**config.mk**
```make
export PLATFORM = sky130hd
export DESIGN_NAME = reset_sequencer
export DESIGN_NICKNAME = d
export VERILOG_FILES = /design/src/rtl/reset_seq_pkg.sv /design/src/rtl/reset_sync.sv /design/src/rtl/reset_sequencer.sv
export SDC_FILE = /design/constraint.sdc
export NUM_CORES = 1
export LEC_CHECK = 0
export ABC_AREA = 1
export BUFFER_PORTS_ARGS = -buffer_cell sky130_fd_sc_hd__clkbuf_2
export CAP_MARGIN = 20
export CORE_UTILIZATION = 40
export CTS_CLUSTER_SIZE = 30
export DETAILED_ROUTE_END_ITERATION = 8
export PLACE_DENSITY = 0.55
export SLEW_MARGIN = 20
export SYNTH_ARGS = -nofsm -noshare
export SYNTH_HDL_FRONTEND = slang
export SYNTH_SLANG_ARGS = --single-unit
```
**constraint.sdc**
```tcl
create_clock -name clk -period 1.6 [get_ports clk]
set_input_delay 0.16 -clock clk [delete_from_list [all_inputs] [get_ports clk]]
set_output_delay 0.16 -clock clk [all_outputs]
set_load 0.1 [all_outputs]
```
**src/rtl/reset_seq_pkg.sv**
```systemverilog
// Shared types and defaults for the staged reset sequencer.
// State encoding, default parameter values and a small helper.
package reset_seq_pkg;

    typedef enum logic [1:0] {
        ASSERT  = 2'd0,
        HOLD    = 2'd1,
        RELEASE = 2'd2,
        RUN     = 2'd3
    } seq_state_t;

    localparam int DEF_NUM_OUT       = 3;
    localparam int DEF_SYNC_STAGES   = 2;
    localparam int DEF_HOLD_CYCLES   = 16;
    localparam int DEF_STAGE_GAP     = 4;
    localparam int DEF_FILTER_CYCLES = 4;

    function automatic int max_int(input int a, input int b);
        return (a > b) ? a : b;
    endfunction

endpackage

```
**src/rtl/reset_sync.sv**
```systemverilog
// Reset deassertion synchronizer: STAGES flops, async set, D = 0.
// Ports: clk, rst (async set, active-high), rst_sync (last stage).
module reset_sync
    import reset_seq_pkg::*;
#(
    parameter int STAGES = DEF_SYNC_STAGES
) (
    input  logic clk,
    input  logic rst,
    output logic rst_sync
);

    logic [STAGES-1:0] chain;

    always_ff @(posedge clk or posedge rst) begin
        if (rst) begin
            chain <= '1;
        end else begin
            chain <= {chain[STAGES-2:0], 1'b0};
        end
    end

    assign rst_sync = chain[STAGES-1];

endmodule

```
**src/rtl/reset_sequencer.sv**
```systemverilog
// Staged reset controller: async assert, sync ordered release.
// Ports: clk, R, ext_rst_req, sw_rst_req, rst_out[NUM_OUT], done.
module reset_sequencer
    import reset_seq_pkg::*;
#(
    parameter int NUM_OUT       = DEF_NUM_OUT,
    parameter int SYNC_STAGES   = DEF_SYNC_STAGES,
    parameter int HOLD_CYCLES   = DEF_HOLD_CYCLES,
    parameter int STAGE_GAP     = DEF_STAGE_GAP,
    parameter int FILTER_CYCLES = DEF_FILTER_CYCLES
) (
    input  logic               clk,
    input  logic               R,
    input  logic               ext_rst_req,
    input  logic               sw_rst_req,
    output logic [NUM_OUT-1:0] rst_out,
    output logic               done
);

    localparam int CW = $clog2(max_int(HOLD_CYCLES, STAGE_GAP) + 1);
    localparam int IW = $clog2(NUM_OUT + 1);
    localparam int FW = $clog2(FILTER_CYCLES + 1);

    localparam logic [CW-1:0] HOLD_LAST = CW'(HOLD_CYCLES - 1);
    localparam logic [CW-1:0] GAP_LAST  = CW'(STAGE_GAP - 1);
    localparam logic [IW-1:0] IDX_END   = IW'(NUM_OUT);
    localparam logic [FW-1:0] FLT_LAST  = FW'(FILTER_CYCLES - 1);
    localparam logic [FW-1:0] FLT_FULL  = FW'(FILTER_CYCLES);

    seq_state_t        state_q, state_d;
    logic [CW-1:0]     cnt_q, cnt_d;
    logic [IW-1:0]     idx_q, idx_d;
    logic [FW-1:0]     flt_q, flt_d;
    logic              armed_q, armed_d;
    logic [NUM_OUT-1:0] rst_out_d;
    logic              rst_sync;
    logic              fire;
    logic              restart;

    reset_sync #(
        .STAGES(SYNC_STAGES)
    ) u_sync (
        .clk     (clk),
        .rst     (R),
        .rst_sync(rst_sync)
    );

    // Glitch filter: one fire per high run, re-armed by a low sample.
    always_comb begin
        flt_d   = flt_q;
        armed_d = armed_q;
        fire    = 1'b0;
        if (ext_rst_req) begin
            if (flt_q != FLT_FULL) begin
                flt_d = flt_q + FW'(1);
            end
            if (armed_q && (flt_q == FLT_LAST)) begin
                fire    = 1'b1;
                armed_d = 1'b0;
            end
        end else begin
            flt_d   = '0;
            armed_d = 1'b1;
        end
    end

    always_comb begin
        state_d   = state_q;
        cnt_d     = cnt_q;
        idx_d     = idx_q;
        rst_out_d = rst_out;
        restart   = (sw_rst_req && (state_q == RUN))
                  || (fire && (state_q != ASSERT));
        if (restart) begin
            state_d   = HOLD;
            cnt_d     = '0;
            idx_d     = '0;
            rst_out_d = '1;
        end else begin
            unique case (state_q)
                ASSERT: begin
                    if (!rst_sync) begin
                        state_d = HOLD;
                        cnt_d   = '0;
                    end
                end
                HOLD: begin
                    if (cnt_q == HOLD_LAST) begin
                        rst_out_d[0] = 1'b0;
                        idx_d        = IW'(1);
                        cnt_d        = '0;
                        state_d      = RELEASE;
                    end else begin
                        cnt_d = cnt_q + CW'(1);
                    end
                end
                RELEASE: begin
                    // idx == NUM_OUT means the last bit cleared last edge.
                    if (idx_q == IDX_END) begin
                        state_d = RUN;
                    end else if (cnt_q == GAP_LAST) begin
                        rst_out_d = rst_out & ~(NUM_OUT'(1) << idx_q);
                        idx_d     = idx_q + IW'(1);
                        cnt_d     = '0;
                    end else begin
                        cnt_d = cnt_q + CW'(1);
                    end
                end
                RUN: begin
                end
                default: begin
                    state_d = ASSERT;
                end
            endcase
        end
    end

    always_ff @(posedge clk or posedge R) begin
        if (R) begin
            state_q <= ASSERT;
            cnt_q   <= '0;
            idx_q   <= '0;
            flt_q   <= '0;
            armed_q <= 1'b1;
        end else begin
            state_q <= state_d;
            cnt_q   <= cnt_d;
            idx_q   <= idx_d;
            flt_q   <= flt_d;
            armed_q <= armed_d;
        end
    end

    // Output flops: set straight from R, nothing after the Q pins.
    always_ff @(posedge clk or posedge R) begin
        if (R) begin
            rst_out <= '1;
        end else begin
            rst_out <= rst_out_d;
        end
    end

    assign done = (state_q == RUN);

endmodule

```
# [Word level (Yosys, flattened, before mapping)]
# Cells that the tools add are included.
[word_totals] regBits=18 out_inout_bits=4 in_bits=4 elab_cells=72
[op_classes] muxes=28 bitwise_logic=2 reduce_logical=14 add_sub_neg=3 shift=1 n_eq_ne=16
[op_table] op="2-to-1 mux 5 bit" count=5
[op_table] op="2-to-1 mux 2 bit" count=9
[op_table] op="!= test 3 bit, second input constant" count=6
[op_table] op="2-to-1 mux 3 bit" count=5
[op_table] op="one-hot mux 5 bit (3 select lines)" count=1
[op_table] op="AND reduction 4 bit" count=2
[op_table] op="== test 2 bit, second input constant" count=3
[op_table] op="one-hot mux 2 bit (3 select lines)" count=1
[op_table] op="AND reduction 3 bit" count=2
[op_table] op="nonzero test 2 bit" count=3
[op_table] op="adder 5 x 1 -> 5 bit, second input constant" count=1
[op_table] op="== test 5 x 2 -> 1 bit, second input constant" count=1
[op_table] op="== test 5 x 4 -> 1 bit, second input constant" count=1
[op_table] op="2-to-1 mux 1 bit" count=5
[op_table] op="!= test 2 x 1 -> 1 bit, second input constant" count=2
[op_table] op="one-hot mux 2 bit (2 select lines)" count=1
[op_table] op="nonzero test 4 bit" count=1
[op_table] op="adder 3 x 1 -> 3 bit, second input constant" count=1
[op_table] op="bitwise AND 3 bit" count=1
[op_table] op="== test 3 x 2 -> 1 bit, second input constant" count=1
[op_table] op="logical AND 1 bit" count=3
[op_table] op="NOT 3 bit" count=1
[op_table] op="nonzero test 3 bit" count=1
[op_table] op="<< shifter 1 x 2 -> 3 bit, first input constant" count=1
[op_table] op="6 further kinds" count=6

# [Longest topological paths before layout]
# Gate-level depths: netlist of run 1.
[depth] ltp_word=8 mapped_depth=11 depth_no_buf=11

# [Cells and area by module]
# Synthesis of run 1 repeated with hierarchy kept, for this count alone.
[unflattened] cells_unflattened=145 hier_area_um2=1207.4
[by_module_without_submodules] mod="reset_sequencer" seq_area_each_um2=405.4 cells_each=141 area_each_um2=1147.4 instances=1
[by_module_without_submodules] mod="reset_sync" seq_area_each_um2=52.6 cells_each=4 area_each_um2=60.1 instances=1

# [Worst setup path after synthesis of run 1]
# Ideal clock, no wire load.
[synth_timing] path_type="reg2reg" from="register state_q[0]" to="register state_q[0]" slack_ps=-500 setup_ps=117 stages_incl_launch_ff=9 period_less_slack_ps=2100 required_time_ps=1483 t_arrival_ps=1983 n_path_buf=0 path_cell_list="dfrtp_1 > ha_1 > nand2_1 > nand4_2 > nand2_1 > inv_1 > nand2_1 > nand2_1 > nand2_1"
[synth_via] elab_chain_len=5 elab_cells_between_ends=15 cone_classes="eq/ne: 6; mux: 2; reduce/logical: 7"
[synth_lines] item="start, declared" line_no="reset_sequencer.sv:30" rtl="seq_state_t state_q, state_d;"
[synth_lines] item="start signal, assigned" line_no="reset_sequencer.sv:126" rtl="state_q <= state_d;"
[synth_lines] item="== test 2 bit (*)"
[synth_lines] item="net done" line_no="reset_sequencer.sv:17" rtl="output logic done"
[synth_lines] item="logical AND 1 bit (*)" line_no="reset_sequencer.sv:72" rtl="restart = (sw_rst_req && (state_q == RUN))"
[synth_lines] item="logical OR 1 bit (*)" line_no="reset_sequencer.sv:73" rtl="|| (fire && (state_q != ASSERT));"
[synth_lines] item="!= test 3 bit (no line) or nonzero test 4 bit (tied branches)"
[synth_lines] item="AND reduction 4 bit (no line)"
# The timed path passes the listed nets; every way through them passes the cells marked *.
# A chain may end at the register's enable or synchronous reset.

# [Worst setup path after layout of run 1]
[layout_timing] from="register flt_q[1]" to="register cnt_q[0]"
[layout_via] elab_chain_len=8 elab_cells_between_ends=11 cone_classes="eq/ne: 3; mux: 3; reduce/logical: 5"
[layout_lines] item="start, declared" line_no="reset_sequencer.sv:33" rtl="logic [FW-1:0] flt_q, flt_d;"
[layout_lines] item="start signal, assigned" line_no="reset_sequencer.sv:129" rtl="flt_q <= flt_d;"
[layout_lines] item="== test 3 x 2 -> 1 bit (*)" line_no="reset_sequencer.sv:57" rtl="if (armed_q && (flt_q == FLT_LAST)) begin"
[layout_lines] item="logical AND 1 bit (*)" line_no="reset_sequencer.sv:57"
[layout_lines] item="2-to-1 mux 1 bit (*)" line_no="reset_sequencer.sv:57"
[layout_lines] item="2-to-1 mux 1 bit (*)" line_no="reset_sequencer.sv:53" rtl="if (ext_rst_req) begin"
[layout_lines] item="logical AND 1 bit (*)" line_no="reset_sequencer.sv:73"
[layout_lines] item="logical OR 1 bit (*)" line_no="reset_sequencer.sv:73"
[layout_lines] item="!= test 3 bit (no line) or nonzero test 4 bit (tied branches)"
[layout_lines] item="AND reduction 3 bit (no line)"
[layout_lines] item="end signal, assigned" line_no="reset_sequencer.sv:127" rtl="cnt_q <= cnt_d;"
[layout_lines] item="end, declared" line_no="reset_sequencer.sv:31" rtl="logic [CW-1:0] cnt_q, cnt_d;"
# Every way passes the cells marked *; elsewhere a longest branch is shown, timed or not.

==> metrics.md, run 1 <==
| Metric | Value |
|---|---|
| Via density | 4.92 |
| Largest net degree at the start of global routing | 19 |
| Post-DRT Antenna Nets | 0 |
| CP dominant cell by count | nand2_2 |
| Clock Tree Root | clkbuf_4 |
| Avg Cell Area, Syn | ~8.5 um^2 |
| Combinational share of power | 0.631 |
| Worst Path Arrival | about 1.8 ns |
| Crit-path slowest cell | dfrtp_1 |
| RSZ-0062 raised after global routing | true |
| Number of global-route vias before repair | 929 |
| HPWL Detailed | 1690 um |
| I/O pin cnt | 8 |
| Worst Setup SP | flt_q[1] |
| CP max stage delay | approximately 0.4 ns |
| Async SR Flop Fraction | 1.00 |
| Fin crit period | 1.57 ns |
| Main synth FF type | dfrtp_1 |
| Clock share of power | 0.088 |
| Worst setup SP type | flop |
| Status | completed |
| Lkg Pwr | 0.000715 uW |
| Area leader, netlist | dfrtp_1 |
| Core area | 2830 um^2 |
| Area Growth Syn to Fin | 19.3% |
| Leading cell types by total area after synthesis | dfrtp_1 24%, ha_1 16%, dfstp_2 13%, nand2_1 11%, inv_1 7.0% |
| Initial Util | 0.434 |
| R2r setup slk | ~0.035 ns |
| Fin nets | 184 |
| Initial antenna violation count | 0 |
| Synthesized instance count | 145 |
| Highest clock rate | 639 MHz |
| Skew-Pair Late Insertion Delay | 0.30 ns |
| Max-Cap Viols | 0 |
| Yosys warnings | 0 |
| Syn Nets | 165 |
| GR Overflow Total | 0 |
| Die H | 57.4 um |
| Vias | 949 |
| IO Port Bufs | 7 |
| Relative slew slack | 0.548 |
| H-tree levels | 1 |
| Synth Cell Area | 1230 um^2 |
| Worst hold margin | approximately 0.12 ns |
| CTS sink count | 18 |
| Pwr per Cell Area | 1710 nW/um^2 |
| RePlAce Congestion | roughly 0.81 |
| Clock Pin Slew Worst Setup and Hold Paths | 0.09 ns |
| Die width | 57.4 um |
| Hold Crit Endpoint | armed_q |
| EDFF count, synth | 0 |
| Hold path depth | 2 |
| Worst-path maximum fanout | 6 |
| Worst Setup Path Type | reg2reg |
| HP Class | in2reg |
| R2R Path Start | flt_q[1] |
| Peak VDD IR | between 0.8 and 0.9 mV |
| Hold Crit Start | ext_rst_req |
| Layout cell share with drive strength beyond 1 | 0.340 |
| Initial DRC Count | 45 |
| Final Hold Fails | 0 |
| Worst slew pin tran | 0.677 ns |
| First-pass GRT wire length | 3810 um |
| Reg2reg end | cnt_q[0] |
| # diodes | 0 |
| Switching part of the total power | 0.501 |
| Final WL | 2180 um |
| Final setup viols | 0 |
| Number of synthesized register bits | 18 |
| DR WL/cell | 11.3 um |
| CP endpoint kind | flop |
| FF-to-FF path depth | 9 |
| TritonCTS Buffers | 3 |
| Post-synthesis sequential area ratio | 0.373 |
| Total GRT Usage | 0.151 |
| Post-synth cell types | 24 |
| Total Power | around 2500 uW |
| Crit-path cells | ha_2, ha_4, nand2_2, inv_2, nand2_2, nand2_4, nor2_4, nand3_2, o21ai_2 |
| Die area | 3290 um^2 |
| Internal power | 1250 uW |
| CTS tree | built |
| Flop pwr share | 0.281 |
| Synth top cells by count | 37 x nand2_1, 23 x inv_1, 16 x ha_1, 15 x nand3_1, 12 x dfrtp_1 |
| Final design utilization | 0.517 |
| Slew Viols, Final | 0 |
| Most common cell in the netlist | nand2_1 |
| Crit path required time | 1.83 ns |
| Final worst clock skew | around 0.00055 ns |
| Row count | 19 |
| CTS Buffer Depth | 2 |
| Share of the synthesized area in the top cell type | 0.245 |
| Period utilization | 0.978 |
| Net switching power | 1250 uW |
| DRC viols | 0 |
| DRT Pass-1 Iters | 4 |
through the flow:
stage / TNS [ns] / std cells / worst slack [ns] / cell area (um^2)
after floorplan: 0 / 145 / 0.0739 / 1240
after global placement: 0 / 186 / 0.0260 / 1340
after detailed placement: -0.00498 / 186 / -0.00332 / 1340
after CTS: 0 / 191 / 0.0109 / 1380
after global routing: -0.197 / 193 / -0.0495 / 1460
final: 0 / 193 / 0.0346 / 1460
state kept, by name (all words and copies together) (netlist names):
| name | flops |
|---|---|
| armed_q | 1 |
| flt_q | 3 |
| state_q | 2 |
| u_sync.chain | 2 |
| cnt_q | 5 |
| idx_q | 2 |
| rst_out | 3 |
power groups by stage:
| stage | combinational [uW] | clock (uW) | sequential, uW |
|---|---|---|---|
| 6_report | 1580 | 220 | 703 |
| 3_5_place_dp | 1420 | 0 | 699 |
| 3_3_place_gp | 1400 | 0 | 692 |
| 2_1_floorplan | 1090 | 0 | 741 |
| 4_1_cts | 1440 | 231 | 685 |
| 5_1_grt | 1790 | 244 | 716 |
how the worst max path moves through the flow:
stage	slack (ns)	depth (start not counted)	endpoint
floorplan	0.07	8	state_q[0]
global placement	0.03	10	idx_q[1]
detailed placement	-0.003	10	idx_q[1]
CTS	0.01	10	idx_q[1]
global route	-0.05	9	cnt_q[0]
finish	0.03	9	cnt_q[0]
layout make-up:
class | count | area, um^2
flip-flops and latches | 18 | 459
inverters | 24 | 95.1
clock buffers | 3 | 22.5
fillers | 271 | 1370
repair buffers | 15 | 100
multi-input cells | 102 | 748
well taps | 31 | 38.8
what timing repair did:
action,CTS,global route
hold buffers,1,0
gates resized for setup,0,22
setup endpoints to repair,3,10
pin swaps,1,11
setup buffers,1,2
endpoints found under the hold margin,12,0
logic make-up after synthesis:
kind of cell,count (synthesis),share of synthesized area
other cells,1,0.00306
fa+ha+maj,16,0.163
compound gates,13,0.0642
xor+xnor,1,0.00714
flops,18,0.373
buf+inv,25,0.0866
simple gates,71,0.303
critical path, delay by kind of cell, from the launching register on:
family	cells	cell delay, ns
and+or+nand+nor	5	0.53
buffers and inverters	1	0.03
AOI/OAI and AO/OA	1	0.14
adders and majority gates	2	0.38
DFF	1	0.40
cell usage in the layout, fill, tap and decap left out, types with 2 or more instances in the layout:
| cell type | synthesis | final |
|---|---|---|
| inv_2 | 0 | 3 |
| nand2_4 | 3 | 4 |
| o21ai_2 | 0 | 2 |
| nor2_1 | 4 | 4 |
| nand4_1 | 2 | 2 |
| ha_1 | 16 | 10 |
| dfstp_2 | 6 | 6 |
| nand2_2 | 3 | 5 |
| ha_4 | 0 | 3 |
| dfrtp_1 | 12 | 11 |
| nand2_1 | 37 | 34 |
| clkbuf_2 | 0 | 6 |
| buf_4 | 0 | 8 |
| o21ai_1 | 4 | 3 |
| nand3b_1 | 2 | 2 |
| clkbuf_4 | 0 | 3 |
| inv_1 | 23 | 20 |
| ha_2 | 0 | 3 |
| o21ai_0 | 6 | 5 |
| nand3_1 | 15 | 11 |
| nand3_2 | 1 | 5 |
| nor2_4 | 2 | 2 |
metal layers:
metal / track usage / routed length, um / up-vias / share of wire
met5: 0 / 0 / - / 0
met1: 0.192 / 1060 / 445 / 0.49
li1: - / - / 491 / -
met3: 0.0204 / 47 / 5 / 0.022
met2: 0.251 / 1020 / 8 / 0.47
met4: 0.0732 / 54 / 0 / 0.025
No activity file was read; power rests on OpenSTA's default activity.
==> run 2: changes to the inputs <==
--- a/config.mk
+++ b/config.mk
@@ -11,7 +11,7 @@
 export CORE_UTILIZATION = 40
 export CTS_CLUSTER_SIZE = 30
 export DETAILED_ROUTE_END_ITERATION = 8
-export PLACE_DENSITY = 0.55
+export PLACE_DENSITY = 0.57
 export SLEW_MARGIN = 20
 export SYNTH_ARGS = -nofsm -noshare
 export SYNTH_HDL_FRONTEND = slang
==> constraint.sdc (replaced) <==
create_clock -name clk -period 1.39 [get_ports clk]
set_input_delay 0.139 -clock clk [delete_from_list [all_inputs] [get_ports clk]]
set_output_delay 0.139 -clock clk [all_outputs]
set_load 0.1 [all_outputs]
==> metrics.md, run 2 (synthesis gave the netlist of run 1 again) <==
| Metric | Value |
|---|---|
| Status | finished, violations left |
| Violated checks | negative setup slack |
| Number of global-route vias before repair | 1009 |
| HP Class | in2reg |
| DRT Pass-1 Iters | 4 |
| Worst Setup Path Type | reg2reg |
| Crit-path cells | ha_2, ha_4, nand2_2, inv_2, nand2_4, nand2_4, nor2_4, nand3_2, o21ai_2 |
| Initial antenna violation count | 0 |
| Clock Pin Slew Worst Setup and Hold Paths | roughly 0.11 ns |
| Row count | 19 |
| GR Overflow Total | 0 |
| Die area | 3290 um^2 |
| H-tree levels | 1 |
| RePlAce Congestion | between 0.7 and 0.8 |
| Clock Tree Root | clkbuf_4 |
| Highest clock rate | 667 MHz |
| Die width | 57.4 um |
| Worst Path Arrival | 1.73 ns |
| Worst-path maximum fanout | 6 |
| Reg2reg end | cnt_q[2] |
| Peak VDD IR | 1.13 mV |
| Fin crit period | 1.50 ns |
| CTS tree | built |
| R2R Path Start | flt_q[1] |
| Number of flip-flops in the largest register | 5 |
| # diodes | 0 |
| Final setup viols | 10 |
| Largest regs | cnt_q: 5 flops, flt_q: 3 flops, rst_out: 3 flops |
| Worst Setup SP | flt_q[1] |
| Fin nets | 193 |
| Area Growth Syn to Fin | 39.4% |
| Final WL | ~2500 um |
| FF-to-FF path depth | 9 |
| CP Capture Point | cnt_q[2] |
| R2r setup slk | -0.11 ns |
| CP delay by family, top | simple AND/OR/NAND/NOR gates |
| Die H | around 57 um |
| Final Hold Fails | 0 |
| RSZ-0062 raised after global routing | true |
| Commonest non-fill, non-tap cell in the layout | nand2_1 |
| Slew Viols, Final | 0 |
| Skew-Pair Late Insertion Delay | about 0.3 ns |
| CP Depth | 9 |
| Core area | 2830 um^2 |
| Dpl ws | -0.129 ns |
| Hold Crit Start | ext_rst_req |
| I/O pin cnt | 8 |
| CP endpoint kind | flop |
| DR WL/cell | approximately 12 um |
| Via density | 4.95 |
| Period utilization | 1.08 |
| Commonest non-fill, non-tap cells in the layout | 31 x nand2_1, 17 x inv_1, 13 x buf_4 |
| Lkg Pwr | 0.000807 uW |
| CTS sink count | 18 |
| Largest net degree at the start of global routing | 19 |
| Post-DRT Antenna Nets | 0 |
| First-pass GRT wire length | 4400 um |
| TritonCTS Buffers | 3 |
| Initial Util | 0.434 |
| Crit-path slowest cell | dfrtp_1 |
| CP dominant cell by count | nand2_4 |
| Max-Cap Viols | 0 |
| WP buf/inv | 1 |
| DRC viols | 0 |
| CP max stage delay | 0.40 ns |
| Final worst clock skew | 0.00249 ns |
| HPWL Detailed | 1800 um |
| Crit path required time | 1.63 ns |
| IO Port Bufs | 7 |
| Vias | 1004 |
| TNS Setup | -0.753 ns |
| Layout cell share with drive strength beyond 1 | 0.453 |
| Total GRT Usage | 0.176 |
| Top reg by flops | cnt_q |
| Pwr per Cell Area | 2000 nW/um^2 |
| CTS Buffer Depth | 2 |
| Final Worst Setup Slack | -0.108 ns |
| Worst setup SP type | flop |
| Initial DRC Count | 32 |
run 2: changes by cell type in the layout (fill, tap and decap cells not counted), moves of 3 or more:
cell / before / now
buf_4: 8 / 13
buf_12: 0 / 4
nand2_4: 4 / 8
buf_6: 0 / 3
clkbuf_2: 6 / 3
ha_4: 3 / 6
inv_1: 20 / 17
inv_2: 3 / 6
nand2_1: 34 / 31
run 2: per-stage QoR:
stage | util | hold WS (ns) | power [uW] | cells | area (um^2)
after floorplan | - | 0.0732 | 2150 | 145 | 1260
after global placement | 0.525 | 0.150 | 2650 | 195 | 1480
after detailed placement | 0.525 | 0.153 | 2690 | 195 | 1480
after CTS | 0.583 | 0.0706 | 3290 | 201 | 1650
after global routing | 0.605 | 0.0891 | 3730 | 203 | 1710
final | 0.605 | 0.0882 | 3430 | 203 | 1710
run 2: repair_timing:
item | in CTS | in global routing
setup buffers | 1 | 2
pin swaps | 17 | 11
endpoints found under the setup margin | 12 | 13
resized for setup | 27 | 16
hold endpoints to repair | 12 | 0
hold buffers | 1 | 0
run 2: where the power goes:
part           internal, uW  switching (uW)  total (uW)
Clock                   160             169         329
Combinational           941            1350        2290
Sequential              677             128         805
Total                  1780            1650        3430
run 2: worst min-delay path by stage:
stage                          end  slack [ns]  cells past startpoint
final                      armed_q        0.09                      2
after global routing       armed_q        0.09                      2
after CTS                  armed_q        0.07                      2
after detailed placement  cnt_q[3]        0.15                      3
after global placement    cnt_q[3]        0.15                      3
after floorplan           cnt_q[0]        0.07                      1
run 2: cell type report:
class	count	area (um^2)
inverter	24	95.1
multi-input combinational	102	846
timing repair buffer	24	236
tap	31	38.8
fill	232	1120
sequential	18	459
clock buffer	4	36.3
run 2: per-layer routing:
layer	vias up	GRT usage	share of wire
met5	-	0	0
met4	0	0.0732	0.015
met3	4	0.0204	0.025
met2	10	0.291	0.52
met1	475	0.232	0.44
li1	515	-	-
